**src/rtl/calc_pkg.sv**
```systemverilog
// Shared calculator types: BCD digit width/type and the binary-to-BCD converter states.
package calc_pkg;

  localparam int BCD_DIGIT_W = 4;

  typedef logic [BCD_DIGIT_W-1:0] bcd_digit_t;

  typedef enum logic [1:0] {
    IDLE,
    CONVERT,
    DONE
  } b2b_state_t;

endpackage : calc_pkg

```
**src/rtl/bcd_add3.sv**
```systemverilog
// Double-dabble digit correction: a digit of 5 or more gets +3 so the next left shift carries into
// the next decimal place.
module bcd_add3
  import calc_pkg::*;
(
  input  bcd_digit_t digit,
  output bcd_digit_t adjusted
);

  // Valid inputs are 0..9, so the 4-bit sum never needs a carry out.
  assign adjusted = (digit >= bcd_digit_t'(5)) ? bcd_digit_t'(digit + bcd_digit_t'(3)) : digit;

endmodule : bcd_add3

```
**src/rtl/bin_to_bcd_converter.sv**
```systemverilog
// Multi-cycle binary-to-BCD converter (shift-and-add-3) with sign handling and valid/ready on both sides.
// Optional leading-zero blank mask is enabled by defining BCD_LEADING_ZERO_BLANK_EN.
module bin_to_bcd_converter
  import calc_pkg::*;
#(
  parameter int DATA_WIDTH = 16,
  parameter int NUM_DIGITS = 5
) (
  input  logic                              clk,
  input  logic                              rst,
  input  logic [DATA_WIDTH-1:0]             i_data,
  input  logic                              i_2s_comp,
  input  logic                              i_valid,
  output logic                              o_ready,
  output logic [BCD_DIGIT_W*NUM_DIGITS-1:0] o_bcd,
  output logic                              o_negative,
  output logic [NUM_DIGITS-1:0]             o_blank,
  output logic                              o_valid,
  input  logic                              i_ready
);

  localparam int BCD_W = BCD_DIGIT_W * NUM_DIGITS;
  localparam int CNT_W = (DATA_WIDTH > 1) ? $clog2(DATA_WIDTH) : 1;

  // The digit count must be able to hold every DATA_WIDTH-bit magnitude.
  if ((64'(10) ** NUM_DIGITS) <= (64'(1) << DATA_WIDTH)) begin : g_range_check
    $error("bin_to_bcd_converter: NUM_DIGITS too small for DATA_WIDTH");
  end

  b2b_state_t state, state_next;

  logic [CNT_W-1:0]      count;
  logic [DATA_WIDTH-1:0] bin_q;
  logic [BCD_W-1:0]      work_q;
  logic [BCD_W-1:0]      work_adj;
  logic [BCD_W-1:0]      work_next;
  logic [BCD_W-1:0]      bcd_q;
  logic                  sign_q;

  logic                  accept;
  logic                  last_iter;
  logic                  neg_in;
  logic [DATA_WIDTH-1:0] mag_in;

  assign accept    = (state == IDLE) && i_valid;
  assign last_iter = (state == CONVERT) && (count == CNT_W'(DATA_WIDTH - 1));

  // Negating the most negative value wraps back to itself, which read unsigned is the right magnitude.
  assign neg_in = i_2s_comp & i_data[DATA_WIDTH-1];
  assign mag_in = neg_in ? (~i_data + DATA_WIDTH'(1)) : i_data;

  for (genvar k = 0; k < NUM_DIGITS; k++) begin : g_digit
    bcd_add3 u_add3 (
      .digit    (work_q[k*BCD_DIGIT_W +: BCD_DIGIT_W]),
      .adjusted (work_adj[k*BCD_DIGIT_W +: BCD_DIGIT_W])
    );
  end

  assign work_next = {work_adj[BCD_W-2:0], bin_q[DATA_WIDTH-1]};

  // NOTE: every variable driven in always_comb gets a default first, so no path can infer a latch.
  always_comb begin
    state_next = state;
    unique case (state)
      IDLE:    if (i_valid)   state_next = CONVERT;
      CONVERT: if (last_iter) state_next = DONE;
      DONE:    if (i_ready)   state_next = IDLE;
      default: state_next = IDLE;
    endcase
  end

  // NOTE: sequential state uses non-blocking assignments so every register samples pre-edge values.
  always_ff @(posedge clk) begin
    if (rst) state <= IDLE;
    else     state <= state_next;
  end

  always_ff @(posedge clk) begin
    if (rst) begin
      count  <= '0;
      bin_q  <= '0;
      work_q <= '0;
      bcd_q  <= '0;
      sign_q <= 1'b0;
    end else begin
      if (accept) begin
        count  <= '0;
        bin_q  <= mag_in;
        work_q <= '0;
        sign_q <= neg_in;
      end else if (state == CONVERT) begin
        count  <= count + CNT_W'(1);
        bin_q  <= bin_q << 1;
        work_q <= work_next;
      end
      // The visible result changes only when a conversion completes, so it is stable throughout DONE.
      if (last_iter) bcd_q <= work_next;
    end
  end

`ifdef BCD_LEADING_ZERO_BLANK_EN
  logic [NUM_DIGITS-1:0] blank_q;
  logic [NUM_DIGITS-1:0] blank_next;
  logic                  upper_zero;

  // Scan from the top digit down; digit 0 is never blanked so a zero result still shows one '0'.
  always_comb begin
    blank_next = '0;
    upper_zero = 1'b1;
    for (int k = NUM_DIGITS - 1; k >= 1; k--) begin
      upper_zero    = upper_zero && (work_next[k*BCD_DIGIT_W +: BCD_DIGIT_W] == '0);
      blank_next[k] = upper_zero;
    end
  end

  always_ff @(posedge clk) begin
    if (rst)            blank_q <= '0;
    else if (last_iter) blank_q <= blank_next;
  end

  assign o_blank = blank_q;
`else
  assign o_blank = '0;
`endif

  assign o_ready    = (state == IDLE);
  assign o_valid    = (state == DONE);
  assign o_bcd      = bcd_q;
  assign o_negative = sign_q;

endmodule : bin_to_bcd_converter

```
**config.mk**
```make
export PLATFORM = sky130hd
export DESIGN_NAME = bin_to_bcd_converter
export DESIGN_NICKNAME = d
export VERILOG_FILES = /design/src/rtl/calc_pkg.sv /design/src/rtl/bcd_add3.sv /design/src/rtl/bin_to_bcd_converter.sv
export SDC_FILE = /design/constraint.sdc
export NUM_CORES = 1
export LEC_CHECK = 0
export ABC_AREA = 0
export BUFFER_PORTS_ARGS = -buffer_cell sky130_fd_sc_hd__buf_4
export CORE_AREA = 2 2 123 65
export CTS_CLUSTER_SIZE = 24
export DETAILED_ROUTE_END_ITERATION = 12
export DIE_AREA = 0 0 125 67
export SLEW_MARGIN = 20
export SYNTH_ARGS = -nofsm -noshare
export SYNTH_HDL_FRONTEND = slang
export SYNTH_SLANG_ARGS = --single-unit
```
**constraint.sdc**
```tcl
create_clock -name clk -period 2.05 [get_ports clk]
set_input_delay 0.1025 -clock clk [delete_from_list [all_inputs] [get_ports clk]]
set_output_delay 0.1025 -clock clk [all_outputs]
set_load 0.01 [all_outputs]
```
==> results.yml, run 1 <==
status:
  status: "completed"
layout:
  layout-drive-gt1-share: 0.1991
  diodes: 0
  layout.nets: 450
  final_util: 0.5352
  synthToLayoutAreaGrowth_pct: 20.70
power:
  internal_power_mw: 2.271
  peakVddDrop_uv: 429.1
  p_clk_frac: 0.471
  power.leakage_nw: 1.461
  swShare: 0.2479
  p_seq_frac: 0.426
  p_switching_mw: 0.7483
  power.share.combinational: 0.103
  power.density_nw_per_um2: 782.2
route:
  vias_per_cell: 5.405
  topRoutingLayerUsed: "met4"
  vias: 2800
  met1_length_um: 3523
  drcViolationCount: 0
  routed_wirelength_um: 7436
  dr.pass1.iters: 4
  met2_length_um: 3375
  wl_met3_um: 425
  first_iter_violations: 144
  wire_per_inst_um: 14.36
  postRouteAntennaNets: 0
clocking:
  hold_buffers: 0
  post_cts_resized: 0
  clkSinkCount: 63
  cts_made_buffers: 9
  clockBufferDepth: 2
  cts_tree: "yes"
  clkLatencyLatePin_ps: 330
  cts_root_buffer: "clkbuf_16"
  cts.clk_slew.worst_paths_ps: 50
  h-tree-depth: 3
  postCtsSetupRepairBufs: 0
timing:
  fin_setup_tns_ps: 0
  tightest_slew_ps: 591.0
  min_period_ps: 1664
  skew_ps: 6.039
  relSlewSlack: 0.6027
  worst_hold_slack_ps: 65.27
  rsz0062_at_grt: "false"
  fmax_ghz: 0.6011
  finalHoldViolCount: 0
  setup_violations: 0
  fin_crit_sh: 0.8115
  slew_violations: 0
grt:
  grt_overflow: 0
  grt_max_degree: 29
  grt_pass1_vias: 2635
  track_usage: 0.1840
  antenna_found_initial: 0
  grt_pass1_wl_um: 12110
synthesis:
  ys_seq_area_frac: 0.3944
  netlist_instances: 374
  synth_top_flop_cell: "dfxtp_1"
  synthTopCellsByArea: "dfxtp_1 (39%), nand2_1 (5.5%), ha_1 (4.7%)"
  synth_area_leader_cell: "dfxtp_1"
  synth_cell_types: 49
  synthArstFlopShare: 0
  yosysMostFrequentCell: "dfxtp_1"
  synth_area_sq_um: 3198
  synth_edf_count: 0
  synth-seq-cells: 63
  synth.avg_cell_area_sq_um: 8.551
  synth_top_area_frac: 0.3944
  ys_warn_count: 0
  yosys-top-cells-count: "dfxtp_1 (63), nand2_1 (47), nor2_1 (31)"
die:
  ios: 49
  initial_core_util: 0.4434
  core_area_sq_um: 7212
  num_rows: 22
  fp.dieH_um: 67
  fp.dieW_um: 125
  die-area_sq_um: 8375
hold_path:
  holdCritPathClass: "in2reg"
worst_setup_path:
  r2r_slack_ps: 390
  cp-start-kind: "flip-flop"
  cp_max_fo: 5
  crit_arrival_ps: 1920
  worstPathRequired_ps: 2300
  path_class: "reg2reg"
  worst_setup_path_end_kind: "flip-flop"
placed_design:
  place_congestion: 0.8255
  detailed_place_hpwl_um: 5112
  io_buffers: 43
job:
  drv_cap: 0
## cell families after synthesis
kind of cell               Yosys count  synth area share
and+or+nand+nor                    131            0.2081
DFF                                 63            0.3944
buffers and inverters               40           0.06533
AOI/OAI and AO/OA                   97            0.1960
xor gates and xnor gates            20           0.05477
muxes                               10           0.03325
other                                1          0.001173
adders and majority gates           12           0.04695
## critical path, cell delays in order (launching register included)
cell      delay, ps
dfxtp_1         340
inv_1           100
ha_1            260
nand2b_1        100
a21oi_1         250
mux2_2          390
o22ai_1         150
## metal layers
metal  GRT usage  vias up
li1            -     1406
met1      0.2106     1313
met2      0.3308       70
met3     0.05863       11
met4     0.06389        0
met5           0        -
## layout make-up
cell class	instances	area, sq um
fillers	683	3352
multi-input cells	275	1743
flip-flops and latches	63	1261
repair buffers	52	390.4
clock buffers	11	252.7
well taps	96	120.1
inverters	16	60.06
clock inverters	5	32.53
## path summary, 6_finish.rpt
path / depth (start not counted) / start / end
max: 6 / work_q[12] / o_bcd[14]
max reg2reg: 6 / work_q[12] / o_bcd[14]
min reg2reg: 2 / o_bcd[0] / o_bcd[0]
min: 3 / i_ready / state[1]
## layout by cell type, fill, tap and decap left out, drive strengths merged, types with 4 or more instances in the layout
cell     n
nor2    31
nand3    8
o21ai   11
inv     16
a211oi  16
nand2   49
ha      12
conb     5
nor3     8
dfxtp   63
nand4    4
clkbuf  11
mux2     5
and3     7
nor3b   10
nand2b   7
o22ai   24
mux2i    5
a21oi   28
buf     52
xnor2   17
## power by group through the flow
stage,registers (mW),clock network [mW],logic [mW]
2_1_floorplan,1.30,0,0.215
3_3_place_gp,1.31,0,0.302
3_5_place_dp,1.31,0,0.310
4_1_cts,1.29,1.45,0.312
5_1_grt,1.29,1.50,0.344
6_report,1.29,1.42,0.311
## per-stage QoR
step / power, mW / setup WS (ps) / area, sq um / cells
global placement: 1.613 / 472.7 / 3575 / 502
detailed placement: 1.622 / 404.1 / 3575 / 502
finish: 3.019 / 386.4 / 3860 / 518
floorplan: 1.519 / 584.4 / 3213 / 378
CTS: 3.051 / 381.0 / 3860 / 518
global route: 3.133 / 270.8 / 3860 / 518
## sequential cells by signal, summed over array words and instances, names as in the netlist
name / count
o_bcd: 20
work_q: 20
bin_q: 16
count: 4
state: 2
o_negative: 1
Note: power is estimated with default switching activity, not from simulation.
==> inputs of run 2 (changes only) <==
PLACE_DENSITY = 0.67   (was not set)
clock period = 1.5 ns   (was 2.05 ns; I/O delays follow)
==> run 2 against run 1 <==
  * First-iteration DRC count fell by 2.8%
  * Die area unchanged
  * Clock power increased by 50%
  * Hold slack got worse by 29 ps
  * Critical path depth unchanged
  * Flip-flop and latch count did not move
  * Sequential share of layout area fell by 2.7 points
  * Sequential power up 36%
  * Combinational power increased by 57%
==> results.yml, run 2 (synthesis gave the netlist of run 1 again) <==
status:
  status: "completed"
worst_setup_path:
  cp-start-kind: "flip-flop"
  worstPathRequired_ps: 1750
  r2r_slack_ps: 60
  reg2reg_to: "o_bcd[6]"
  r2r-start: "work_q[5]"
  crit_arrival_ps: 1690
  worst_setup_path_end_kind: "flip-flop"
  path_class: "reg2reg"
  reg2regPathDepth: 6
  cp_max_fo: 3
layout:
  multiInputGateArea_sq_um: 1888
  final_common_cell: "buf_4"
  layout.nets: 471
  final_cell_mix: "buf_4 (68), dfxtp_1 (57), nand2_1 (46)"
  synthToLayoutAreaGrowth_pct: 32.55
  seqCellArea_sq_um: 1269
  layout-drive-gt1-share: 0.2957
  nFillCells: 667
  diodes: 0
timing:
  rsz0062_at_grt: "true"
  skew_ps: 6.390
  slew_violations: 0
  fmax_ghz: 0.6948
  worst_hold_slack_ps: 36.25
  fin_crit_sh: 0.9595
  setup_violations: 0
  min_period_ps: 1439
  fin_setup_tns_ps: 0
  finalHoldViolCount: 0
power:
  peakVddDrop_uv: 583.5
  power.density_nw_per_um2: 1032
  power_mw: 4.373
  power.leakage_nw: 1.668
job:
  drv_cap: 0
hold_path:
  hold_end: "bin_q[0]"
  holdPathStages: 3
  holdCritPathClass: "in2reg"
  worstHoldStart: "i_data[0]"
grt:
  grt_max_degree: 30
  track_usage: 0.1888
  grt_overflow: 0
  antenna_found_initial: 0
  grt_pass1_wl_um: 12480
  grt_pass1_vias: 2697
route:
  routed_wirelength_um: 7453
  wire_per_inst_um: 13.83
  first_iter_violations: 140
  postRouteAntennaNets: 0
  vias: 2855
  vias_per_cell: 5.297
  drcViolationCount: 0
  dr.pass1.iters: 4
clocking:
  clkLatencyLatePin_ps: 330
  clockBufferDepth: 2
  cts_made_buffers: 9
  cts_root_buffer: "clkbuf_16"
  cts.clk_slew.worst_paths_ps: 60
  clkSinkCount: 63
  cts_tree: "yes"
  h-tree-depth: 3
  postCtsSetupRepairBufs: 0
die:
  ios: 49
  core_area_sq_um: 7212
  fp.dieW_um: 125
  fp.dieH_um: 67
  initial_core_util: 0.4434
  num_rows: 22
  die-area_sq_um: 8375
placed_design:
  place_congestion: 0.8001
  io_buffers: 43
  detailed_place_hpwl_um: 5031
==> run 2: cell types whose count changed in the layout (fill, tap and decap cells not counted), sizes merged <==
| cell | before | now |
|---|---|---|
| bufinv | 0 | 1 |
| clkinvlp | 3 | 0 |
| clkbuf | 11 | 13 |
| buf | 52 | 72 |
| dlygate4sd3 | 0 | 1 |
==> run 2: worst max-delay path by stage <==
| stage | endpoint | startpoint | slack [ps] | cells after the start |
|---|---|---|---|---|
| 3_5_place_dp | o_bcd[2] | work_q[1] | -50 | 6 |
| 5_1_grt | o_bcd[6] | work_q[5] | -10 | 6 |
| 2_1_floorplan | o_bcd[6] | work_q[4] | 30 | 6 |
| 3_3_place_gp | o_bcd[6] | work_q[5] | 40 | 6 |
| 6_report | o_bcd[6] | work_q[5] | 60 | 6 |
| 4_1_cts | o_bcd[10] | work_q[9] | 4 | 6 |
==> run 2: stage by stage <==
stage	worst slack, ps	instance area [sq um]	std cells	utilization
final	60.73	4239	539	0.5878
after global routing	-14.88	4239	539	0.5878
after floorplan	34.44	3213	378	-
after global placement	37.53	3762	522	0.5217
after detailed placement	-49.60	3762	522	0.5217
after CTS	3.907	4099	539	0.5684
==> run 2: routing by layer <==
layer	wire length (um)	share of wire	vias to the layer above	GRT usage
met5	0	0	-	0
met4	197	0.026	0	0.1000
met3	324	0.043	17	0.05221
met2	3452	0.46	73	0.3234
met1	3479	0.47	1311	0.2202
li1	-	-	1454	-
==> run 2: where the power goes <==
group	total, mW	leakage (nW)	switching, mW	internal (mW)
Clock	2.13	0.156	0.712	1.42
Sequential	1.76	0.515	0.0309	1.73
Combinational	0.489	0.998	0.264	0.224
Total	4.37	1.67	1.01	3.37
==> run 2: critical path, stage by stage (launching register included) <==
cell,delay [ps]
dfxtp_2,320
inv_1,100
ha_1,240
nand2b_4,70
a21oi_2,160
mux2_4,330
o22ai_2,150
==> run 2: cell type report <==
cell class	instances	share of cell area
multi-input cells	275	0.4454
repair buffers	73	0.1396
clock buffers	13	0.06375
well taps	96	0.02834
flip-flops and latches	63	0.2993
inverters	16	0.01417
clock inverters	3	0.009445
==> run 2: timing repair <==
action                                  CTS  global route
cloned                                    0             0
hold buffers                              1             0
resized for setup                         5            35
endpoints found under the setup margin    7            32
pin swaps                                 2             6
endpoints found under the hold margin     1             0
==> inputs of run 3 (changes only) <==
CORE_AREA = 2 2 124 66   (was 2 2 123 65)
DIE_AREA = 0 0 126 68   (was 0 0 125 67)
SYNTH_HIERARCHICAL = 1   (was not set)
==> run 3 against run 2 <==
  * Total power is 8.4% lower
  * Hold slack better by 5.2 ps
  * Largest power group unchanged
  * First-iteration DRC count is 27% higher
  * Die area is 2.3% higher
  * Synthesized cell count is 13% higher
  * Largest cell class unchanged
  * Non-clock buffer count is 15 higher
  * Routed wire length is 12% higher
==> results.yml, run 3 <==
grt:
  grt_overflow: 0
  grt_max_degree: 23
  track_usage: 0.2030
  grt_pass1_wl_um: 13590
  antenna_found_initial: 0
  grt_pass1_vias: 2814
worst_setup_path:
  crit_buf_inv: 1
  crit_arrival_ps: 1700
  startpoint: "work_q[1]"
  cp_max_fo: 3
  path_class: "reg2reg"
  r2r-start: "work_q[1]"
  cp_cell_sequence: "inv_4 -> ha_4 -> nand2b_4 -> a21oi_4 -> mux2i_2 -> nand2_1 -> a21oi_2"
  worst_setup_path_end_kind: "flip-flop"
  crit_family: "flip-flops"
  cp_slowest_cell: "dfxtp_2"
  worstPathRequired_ps: 1760
  cp-start-kind: "flip-flop"
  critPathMaxStageDelay_ps: 350
placed_design:
  dp_slack_ps: -200.0
  place_congestion: 0.8971
  detailed_place_hpwl_um: 6079
  io_buffers: 43
  place_inst: 580
die:
  initial_core_util: 0.4297
  num_rows: 23
  ios: 49
  core_area_sq_um: 7597
  fp.dieH_um: 68
  die-area_sq_um: 8568
  fp.dieW_um: 126
power:
  power.leakage_nw: 1.733
  power.density_nw_per_um2: 909.7
  peakVddDrop_uv: 796.6
timing:
  fin_crit_sh: 0.9628
  worst_hold_slack_ps: 41.46
  fin_setup_tns_ps: 0
  slew_violations: 0
  fmax_ghz: 0.6924
  setup_violations: 0
  finalHoldViolCount: 0
  rsz0062_at_grt: "true"
  setup_ws_ps: 55.83
  skew_ps: 8.940
  min_period_ps: 1444
synthesis:
  synth_area_sq_um: 3264
  netlist_instances: 423
  synth.avg_cell_area_sq_um: 7.717
  ys_warn_count: 6
layout:
  stdcell_count: 601
  diodes: 0
  layout-drive-gt1-share: 0.3154
  synthToLayoutAreaGrowth_pct: 34.88
  final_common_cell: "nand2_1"
  final_cell_mix: "nand2_1 (121), buf_4 (86), dfxtp_1 (51)"
  layout.nets: 530
  final_util: 0.5795
clocking:
  cts_tree: "yes"
  hold_buffers: 0
  clkLatencyLatePin_ps: 330
  cts_root_buffer: "clkbuf_16"
  cts.clk_slew.worst_paths_ps: 50
  clkSinkCount: 63
  cts_made_buffers: 9
  clockBufferDepth: 2
  h-tree-depth: 3
job:
  drv_cap: 0
hold_path:
  holdCritPathClass: "in2reg"
  worstHoldStart: "i_ready"
route:
  dr.pass1.iters: 5
  first_iter_violations: 178
  routed_wirelength_um: 8349
  wire_per_inst_um: 13.89
  drcViolationCount: 0
  vias_per_cell: 5.143
  vias: 3091
  postRouteAntennaNets: 0
status:
  status: "completed"
==> run 3: what timing repair did <==
| action | 4_1_cts | 5_1_grt |
|---|---|---|
| buffers inserted | 2 | 4 |
| resized for setup | 3 | 52 |
| setup endpoints to repair | 12 | 46 |
| pin swaps | 3 | 16 |
==> run 3: path summary, 6_finish.rpt <==
check	end	slack, ps	cells after the start
worst max-delay path	work_q[2]	60	7
worst min-delay path	state[1]	40	3
worst max register to register	work_q[2]	60	7
worst min register to register	bin_q[1]	450	2
==> run 3: area by class of cell <==
type                       count  area [sq um]
clock inverter                 1         5.005
sequential                    63          1276
clock buffer                  14         254.0
tap                          100         125.1
inverter                      16         62.56
fill                         680          3194
multi-input combinational    319          2012
timing repair buffer          88         668.1
==> run 3: layer usage <==
layer	part of all wire	wire length [um]	vias to the layer above	track usage
met2	0.41	3454	86	0.3044
met4	0.0095	79	0	0.06044
li1	-	-	1570	-
met3	0.055	461	10	0.05864
met1	0.52	4354	1425	0.2850
met5	0	0	-	0
==> run 3: power by group <==
group          internal [mW]  switching [mW]
Combinational          0.201           0.240
Clock                   1.15           0.666
Sequential              1.72          0.0297
Total                   3.07           0.936
==> run 3: worst reg2reg max path, cell delays in order, from the launching register on <==
cell	delay (ps)
dfxtp_2	350
inv_4	60
ha_4	150
nand2b_4	150
a21oi_4	180
mux2i_2	280
nand2_1	100
a21oi_2	130
==> run 3: metrics by stage <==
step,power [mW],area (sq um)
after floorplan,2.007,3293
after global placement,2.181,3891
after detailed placement,2.189,3891
after CTS,4.024,4178
after global routing,4.173,4403
final,4.005,4403
